## src/rtl/display_pkg.sv

```systemverilog
// Shared types and position codes for the display frame generator.
package display_pkg;

    localparam int CODE_W = 6;

    localparam logic [CODE_W-1:0] BLANK_CODE      = 6'h3F;
    localparam logic [CODE_W-1:0] ALARM_MARK_CODE = 6'h0A;

    typedef enum logic [1:0] {
        NORMAL_STATE        = 2'd0,
        TIME_SETTING_STATE  = 2'd1,
        ALARM_SETTING_STATE = 2'd2
    } state_t;

    // A BCD digit is shown as its own value in the low nibble.
    function automatic logic [CODE_W-1:0] digit_code(input logic [3:0] d);
        return {2'b00, d};
    endfunction

endpackage

```

## src/rtl/blink_timer.sv

```systemverilog
// Blink half-period timer: counts 0..BLINK_DIV-1 and toggles phase on wrap.
// restart forces count and phase back to zero on the next edge.
module blink_timer #(
    parameter int BLINK_DIV = 25_000_000
) (
    input  logic clock,
    input  logic reset,
    input  logic restart,
    output logic phase
);

    localparam int CW = (BLINK_DIV > 1) ? $clog2(BLINK_DIV) : 1;
    localparam logic [CW-1:0] LAST = CW'(BLINK_DIV - 1);

    logic [CW-1:0] count;

    // Half-period counter with phase toggle on wrap; reset/restart clear both.
    always_ff @(posedge clock) begin
        if (reset || restart) begin
            count <= '0;
            phase <= 1'b0;
        end else if (count == LAST) begin
            count <= '0;
            phase <= ~phase;
        end else begin
            count <= count + CW'(1);
        end
    end

endmodule

```

## src/rtl/display_frame_generator.sv

```systemverilog
// Display frame generator: builds a registered per-position code word for
// DIGITS time digits plus two status positions, with cursor and ringing blink.
// Optional macro LEADING_ZERO_BLANK_EN blanks a zero top digit in NORMAL and
// ALARM_SET modes.
module display_frame_generator
    import display_pkg::*;
#(
    parameter int DIGITS    = 6,
    parameter int ALARMS    = 4,
    parameter int BLINK_DIV = 25_000_000,
    localparam int PW = (DIGITS > 1) ? $clog2(DIGITS) : 1,
    localparam int VW = (ALARMS > 1) ? $clog2(ALARMS) : 1
) (
    input  logic                              clock,
    input  logic                              reset,
    input  state_t                            state,
    input  logic [PW-1:0]                     h_ptr,
    input  logic [VW-1:0]                     v_ptr,
    input  logic [DIGITS*4-1:0]               time_data,
    input  logic [ALARMS*DIGITS*4-1:0]        alarm_data,
    input  logic [ALARMS-1:0]                 is_activated,
    input  logic                              ringing,
    output logic [(DIGITS+2)*CODE_W-1:0]      display_code,
    output logic                              blink_phase
);

    localparam int TOP = DIGITS - 1;

    state_t        prev_state;
    logic [PW-1:0] prev_h;
    logic [VW-1:0] prev_v;
    logic          prev_ringing;
    logic          restart;
    logic          hidden;

    logic [DIGITS*4-1:0]             sel_alarm;
    logic                            v_ok;
    logic                            act_sel;
    logic [(DIGITS+2)*CODE_W-1:0]    next_code;

    // Any cursor/mode change or a new ring starts a fresh visible half-period.
    assign restart = (state != prev_state) || (h_ptr != prev_h) ||
                     (v_ptr != prev_v) || (ringing && !prev_ringing);

    // On a restart the frame is built as visible, matching the cleared phase.
    assign hidden = blink_phase && !restart;

    // Remember last-cycle inputs for change detection.
    always_ff @(posedge clock) begin
        if (reset) begin
            prev_state   <= NORMAL_STATE;
            prev_h       <= '0;
            prev_v       <= '0;
            prev_ringing <= 1'b0;
        end else begin
            prev_state   <= state;
            prev_h       <= h_ptr;
            prev_v       <= v_ptr;
            prev_ringing <= ringing;
        end
    end

    blink_timer #(.BLINK_DIV(BLINK_DIV)) u_blink (
        .clock   (clock),
        .reset   (reset),
        .restart (restart),
        .phase   (blink_phase)
    );

    // Pick the alarm slot addressed by v_ptr; out-of-range leaves v_ok low.
    always_comb begin
        sel_alarm = '0;
        v_ok      = 1'b0;
        act_sel   = 1'b0;
        for (int a = 0; a < ALARMS; a++) begin
            if (v_ptr == VW'(a)) begin
                sel_alarm = alarm_data[a*DIGITS*4 +: DIGITS*4];
                v_ok      = 1'b1;
                act_sel   = is_activated[a];
            end
        end
    end

    // Build the next frame; every position defaults to blank.
    always_comb begin
        next_code = {(DIGITS+2){BLANK_CODE}};
        case (state)
            NORMAL_STATE: begin
                if (!(ringing && hidden)) begin
                    for (int i = 0; i < DIGITS; i++) begin
                        next_code[i*CODE_W +: CODE_W] = digit_code(time_data[i*4 +: 4]);
                    end
`ifdef LEADING_ZERO_BLANK_EN
                    if (time_data[TOP*4 +: 4] == 4'd0) begin
                        next_code[TOP*CODE_W +: CODE_W] = BLANK_CODE;
                    end
`endif
                    next_code[(DIGITS+1)*CODE_W +: CODE_W] =
                        (|is_activated) ? ALARM_MARK_CODE : BLANK_CODE;
                end
            end
            TIME_SETTING_STATE: begin
                for (int i = 0; i < DIGITS; i++) begin
                    if (hidden && (h_ptr == PW'(i))) begin
                        next_code[i*CODE_W +: CODE_W] = BLANK_CODE;
                    end else begin
                        next_code[i*CODE_W +: CODE_W] = digit_code(time_data[i*4 +: 4]);
                    end
                end
            end
            ALARM_SETTING_STATE: begin
                if (v_ok) begin
                    for (int i = 0; i < DIGITS; i++) begin
                        next_code[i*CODE_W +: CODE_W] = digit_code(sel_alarm[i*4 +: 4]);
                    end
`ifdef LEADING_ZERO_BLANK_EN
                    if (sel_alarm[TOP*4 +: 4] == 4'd0) begin
                        next_code[TOP*CODE_W +: CODE_W] = BLANK_CODE;
                    end
`endif
                    for (int i = 0; i < DIGITS; i++) begin
                        if (hidden && (h_ptr == PW'(i))) begin
                            next_code[i*CODE_W +: CODE_W] = BLANK_CODE;
                        end
                    end
                    next_code[DIGITS*CODE_W +: CODE_W] = CODE_W'(v_ptr);
                    next_code[(DIGITS+1)*CODE_W +: CODE_W] =
                        act_sel ? ALARM_MARK_CODE : BLANK_CODE;
                end
            end
            default: begin
                next_code = {(DIGITS+2){BLANK_CODE}};
            end
        endcase
    end

    // Register the frame; reset shows an all-blank display.
    always_ff @(posedge clock) begin
        if (reset) begin
            display_code <= {(DIGITS+2){BLANK_CODE}};
        end else begin
            display_code <= next_code;
        end
    end

endmodule

```

## config.mk

```make
export PLATFORM = sky130hd
export DESIGN_NAME = display_frame_generator
export DESIGN_NICKNAME = d
export VERILOG_FILES = /design/src/rtl/display_pkg.sv /design/src/rtl/blink_timer.sv /design/src/rtl/display_frame_generator.sv
export SDC_FILE = /design/constraint.sdc
export NUM_CORES = 1
export LEC_CHECK = 0
export BUFFER_PORTS_ARGS = -buffer_cell sky130_fd_sc_hd__buf_2
export CELL_PAD_IN_SITES_DETAIL_PLACEMENT = 0
export CELL_PAD_IN_SITES_GLOBAL_PLACEMENT = 2
export CORE_ASPECT_RATIO = 0.5
export CORE_UTILIZATION = 29
export CTS_BUF_LIST = sky130_fd_sc_hd__clkbuf_2 sky130_fd_sc_hd__clkbuf_4 sky130_fd_sc_hd__clkbuf_8
export DETAILED_ROUTE_END_ITERATION = 12
export PLACE_DENSITY_LB_ADDON = 0.1
export SLEW_MARGIN = 40
export SYNTH_ARGS = -nofsm -noshare
export SYNTH_HDL_FRONTEND = slang
export SYNTH_HIERARCHICAL = 1
export SYNTH_SLANG_ARGS = --single-unit
```

## constraint.sdc

```tcl
create_clock -name clock -period 5.1 [get_ports clock]
set_input_delay 0 -clock clock [delete_from_list [all_inputs] [get_ports clock]]
set_output_delay 0 -clock clock [all_outputs]
set_load 0.03 [all_outputs]
```

==> flow_summary.json <==
{
  "routedWlPerCell_um": 16.2,
  "criticalPathCategory": "primary input to register",
  "final_layout_size_suffix_gt1_share_pct": 42.8,
  "antennaDiodeCount": 0,
  "yosysSeqAreaShare_pct": 36.5,
  "cp_slowest_cell": "dlygate4sd3_1",
  "synth_area_leaders": "dfxtp_1 (36%), mux4_2 (15%), xor2_1 (3.5%)",
  "die_width_um": 162,
  "htree_levels": 3,
  "p_leak_nw": 2.03,
  "coreArea_sq_um": 12200,
  "slowest_delay_ns": 0.55,
  "slew_headroom_pct": 52.1,
  "rsz0062_at_grt": "false",
  "finalHoldViolCount": 0,
  "cp_data_required_time_ns": 5.36,
  "critPathLaunchType": "primary input",
  "fin_nets": 689,
  "setup_tns_ns": 0,
  "grt_max_degree": 29,
  "finalCritPeriodShare_pct": 49.4,
  "worstPathCellList": "dlygate4sd3_1 > buf_2 > xor2_1 > nor4_4 > and2_1 > inv_4 > or3_1 > or4_1 > o31ai_1",
  "synth_edf_count": 0,
  "ys_types": 65,
  "dp_hpwl_um": 8780,
  "cp.depth": 9,
  "insertion_delay_ns": 0.35,
  "root_buffer": "clkbuf_8",
  "irDropWorstVdd_uv": 105,
  "num_io_pins": 183,
  "period_needed_ns": 2.52,
  "via_per_inst": 4.90,
  "netlist_area_sq_um": 3730,
  "end_kind": "register",
  "ys_ff_latch": 68,
  "hold_class": "primary input to register",
  "wirelength_um": 11700,
  "area_delta_synth_final_pct": 36.6,
  "worstMarginPinSlew_ns": 0.718,
  "cts_buffers": 9,
  "vias": 3542,
  "crit_arrival_ns": 2.78,
  "power_w": 0.00126,
  "placed_cell_area_sq_um": 4640,
  "r2r_cells": 7,
  "design_area_sq_um": 5100,
  "first_iter_violations": 131,
  "placement.io_buffers": 180,
  "dr.pass1.iters": 6,
  "grt_pass1_vias": 3471,
  "clkTransAtPathRegs_ns": 0.07,
  "antenna_found_initial": 0,
  "status": "finished clean",
  "cts_sinks": 68,
  "async_flop_share_pct": 0,
  "clock_path_buffers": 2,
  "rrSetupSlack_ns": 2.61,
  "cts_tree": "yes",
  "power.density_nw_per_um2": 247,
  "cp_max_fo": 11,
  "die_area_sq_um": 13400,
  "start_util_pct": 30.6,
  "avgSynthCellArea_sq_um": 10.1,
  "maxCapViolations": 0,
  "grt.total_usage_pct": 17.6,
  "syn_inst": 370,
  "yosys.area.top_type": "dfxtp_1",
  "globalplace.congestion": 0.726,
  "std_cell_rows": 28,
  "synth.top_cell.area_share_pct": 36.5,
  "path_buf_inv": 3,
  "synth_warnings": 6,
  "endpoint": "u_blink/count[22]",
  "final_max_slew_viol_count": 0,
  "setup_viol": 0,
  "regToRegEndpoint": "u_blink/count[22]",
  "fmax_mhz": 397,
  "hold_ws_ns": 0.0265,
  "postCtsSetupBuffers": 0,
  "detail-route-antenna-nets": 0,
  "grt_remaining_overflow": 0,
  "ys.flop_type": "dfxtp_1",
  "die_h_um": 82.2,
  "final.setup_skew_ns": 0.00809,
  "final_common_cell": "buf_2",
  "crit_start": "h_ptr[2]",
  "crit_family": "simple AND/OR/NAND/NOR gates",
  "r2r_start": "prev_v[1]",
  "drc_errors": 0,
  "fill_cells": 1262,
  "grt_first_pass_wirelength_um": 18100,
  "layout_common_cells": "buf_2 (179), dfxtp_1 (68), dlygate4sd3_1 (27), mux4_2 (25), nand3_1 (25)"
}
-- cell usage after synthesis (2+ instances only) --
cell type  count
nand2_1       19
dfxtp_1       68
nor2b_1        9
a22o_1         6
and3_1         2
o41ai_1        3
mux4_2        25
o211ai_1       2
clkbuf_1       9
buf_4         15
nand3_1       25
nand2b_1       3
and2_1         4
o21ai_0        7
nor2_1        20
nor3_1         3
or4_1          8
buf_2          5
o221ai_1       2
o2bb2ai_1      2
o31ai_1        6
o32a_1         8
nand4_1        7
nor3_2         2
buf_1          2
a31oi_1        5
and4_1         2
or3_1         11
o21ai_1        5
nand3b_1       2
a21oi_1       16
nor4_4         2
xor2_1        15
buf_6          3
or2_2          3
a22oi_1        4
inv_1         10
xnor2_1        3
-- worst min-delay path by stage --
stage / end / slack [ns] / depth (start not counted) / from
4_1_cts: prev_h[0] / 0.009 / 2 / reset
3_5_place_dp: display_code[7] / 0.22 / 2 / time_data[5]
2_1_floorplan: u_blink/count[2] / 0.08 / 1 / reset
3_3_place_gp: display_code[20] / 0.21 / 2 / time_data[14]
6_report: prev_h[0] / 0.03 / 2 / reset
5_1_grt: prev_h[0] / 0.03 / 2 / reset
-- registers in the layout, indices dropped and copies added (netlist names) --
signal and cells:
display_code 34, u_blink/count 25, prev_h 3, prev_state 2, prev_v 2, prev_ringing 1
u_blink/phase 1
-- power breakdown --
group          internal [W]  switching [W]
Sequential         0.000551     0.00000606
Combinational      0.000121       0.000132
Clock              0.000253       0.000200
Total              0.000924       0.000338
-- what timing repair did --
item / CTS / global route
hold endpoints to repair: 27 / 0
hold buffers: 27 / 0
gates resized for setup: 0 / 0
-- cells by family after synthesis --
kind of cell	count (synthesis)	share of synthesized area (%)
AO/OA/AOI/OAI	75	15.0
XOR/XNOR	18	4.22
adder cells (fa/ha/maj)	1	0.335
buffers and inverters	47	7.31
flip-flops	68	36.5
multiplexers	25	15.1
other	1	0.100
AND/OR/NAND/NOR	135	21.4
-- cell type report --
cell class,instances,area (sq um),share of cell area (%)
sequential,68,1360,26.7
multi-input combinational,256,2110,41.3
clock inverter,2,35.0,0.687
tap,165,206,4.05
clock buffer,13,160,3.14
timing repair buffer,208,1190,23.3
inverter,11,43.8,0.858
-- metrics by stage --
stage | instances | utilization (%) | setup slack, ns
floorplan | 371 | - | 3.00
global placement | 680 | 37.9 | 2.21
detailed placement | 681 | 38.0 | 2.28
CTS | 723 | 41.8 | 2.62
global route | 723 | 41.8 | 2.40
finish | 723 | 41.8 | 2.58
-- per-layer routing --
layer / up-vias / share of wire (%) / global-route usage (%)
met5: - / 0 / 0
met4: 0 / 0.41 / 4.62
met3: 4 / 5.4 / 4.70
met2: 80 / 48 / 30.0
met1: 1702 / 46 / 22.3
li1: 1756 / - / -
No activity file was read; power rests on OpenSTA's default activity.
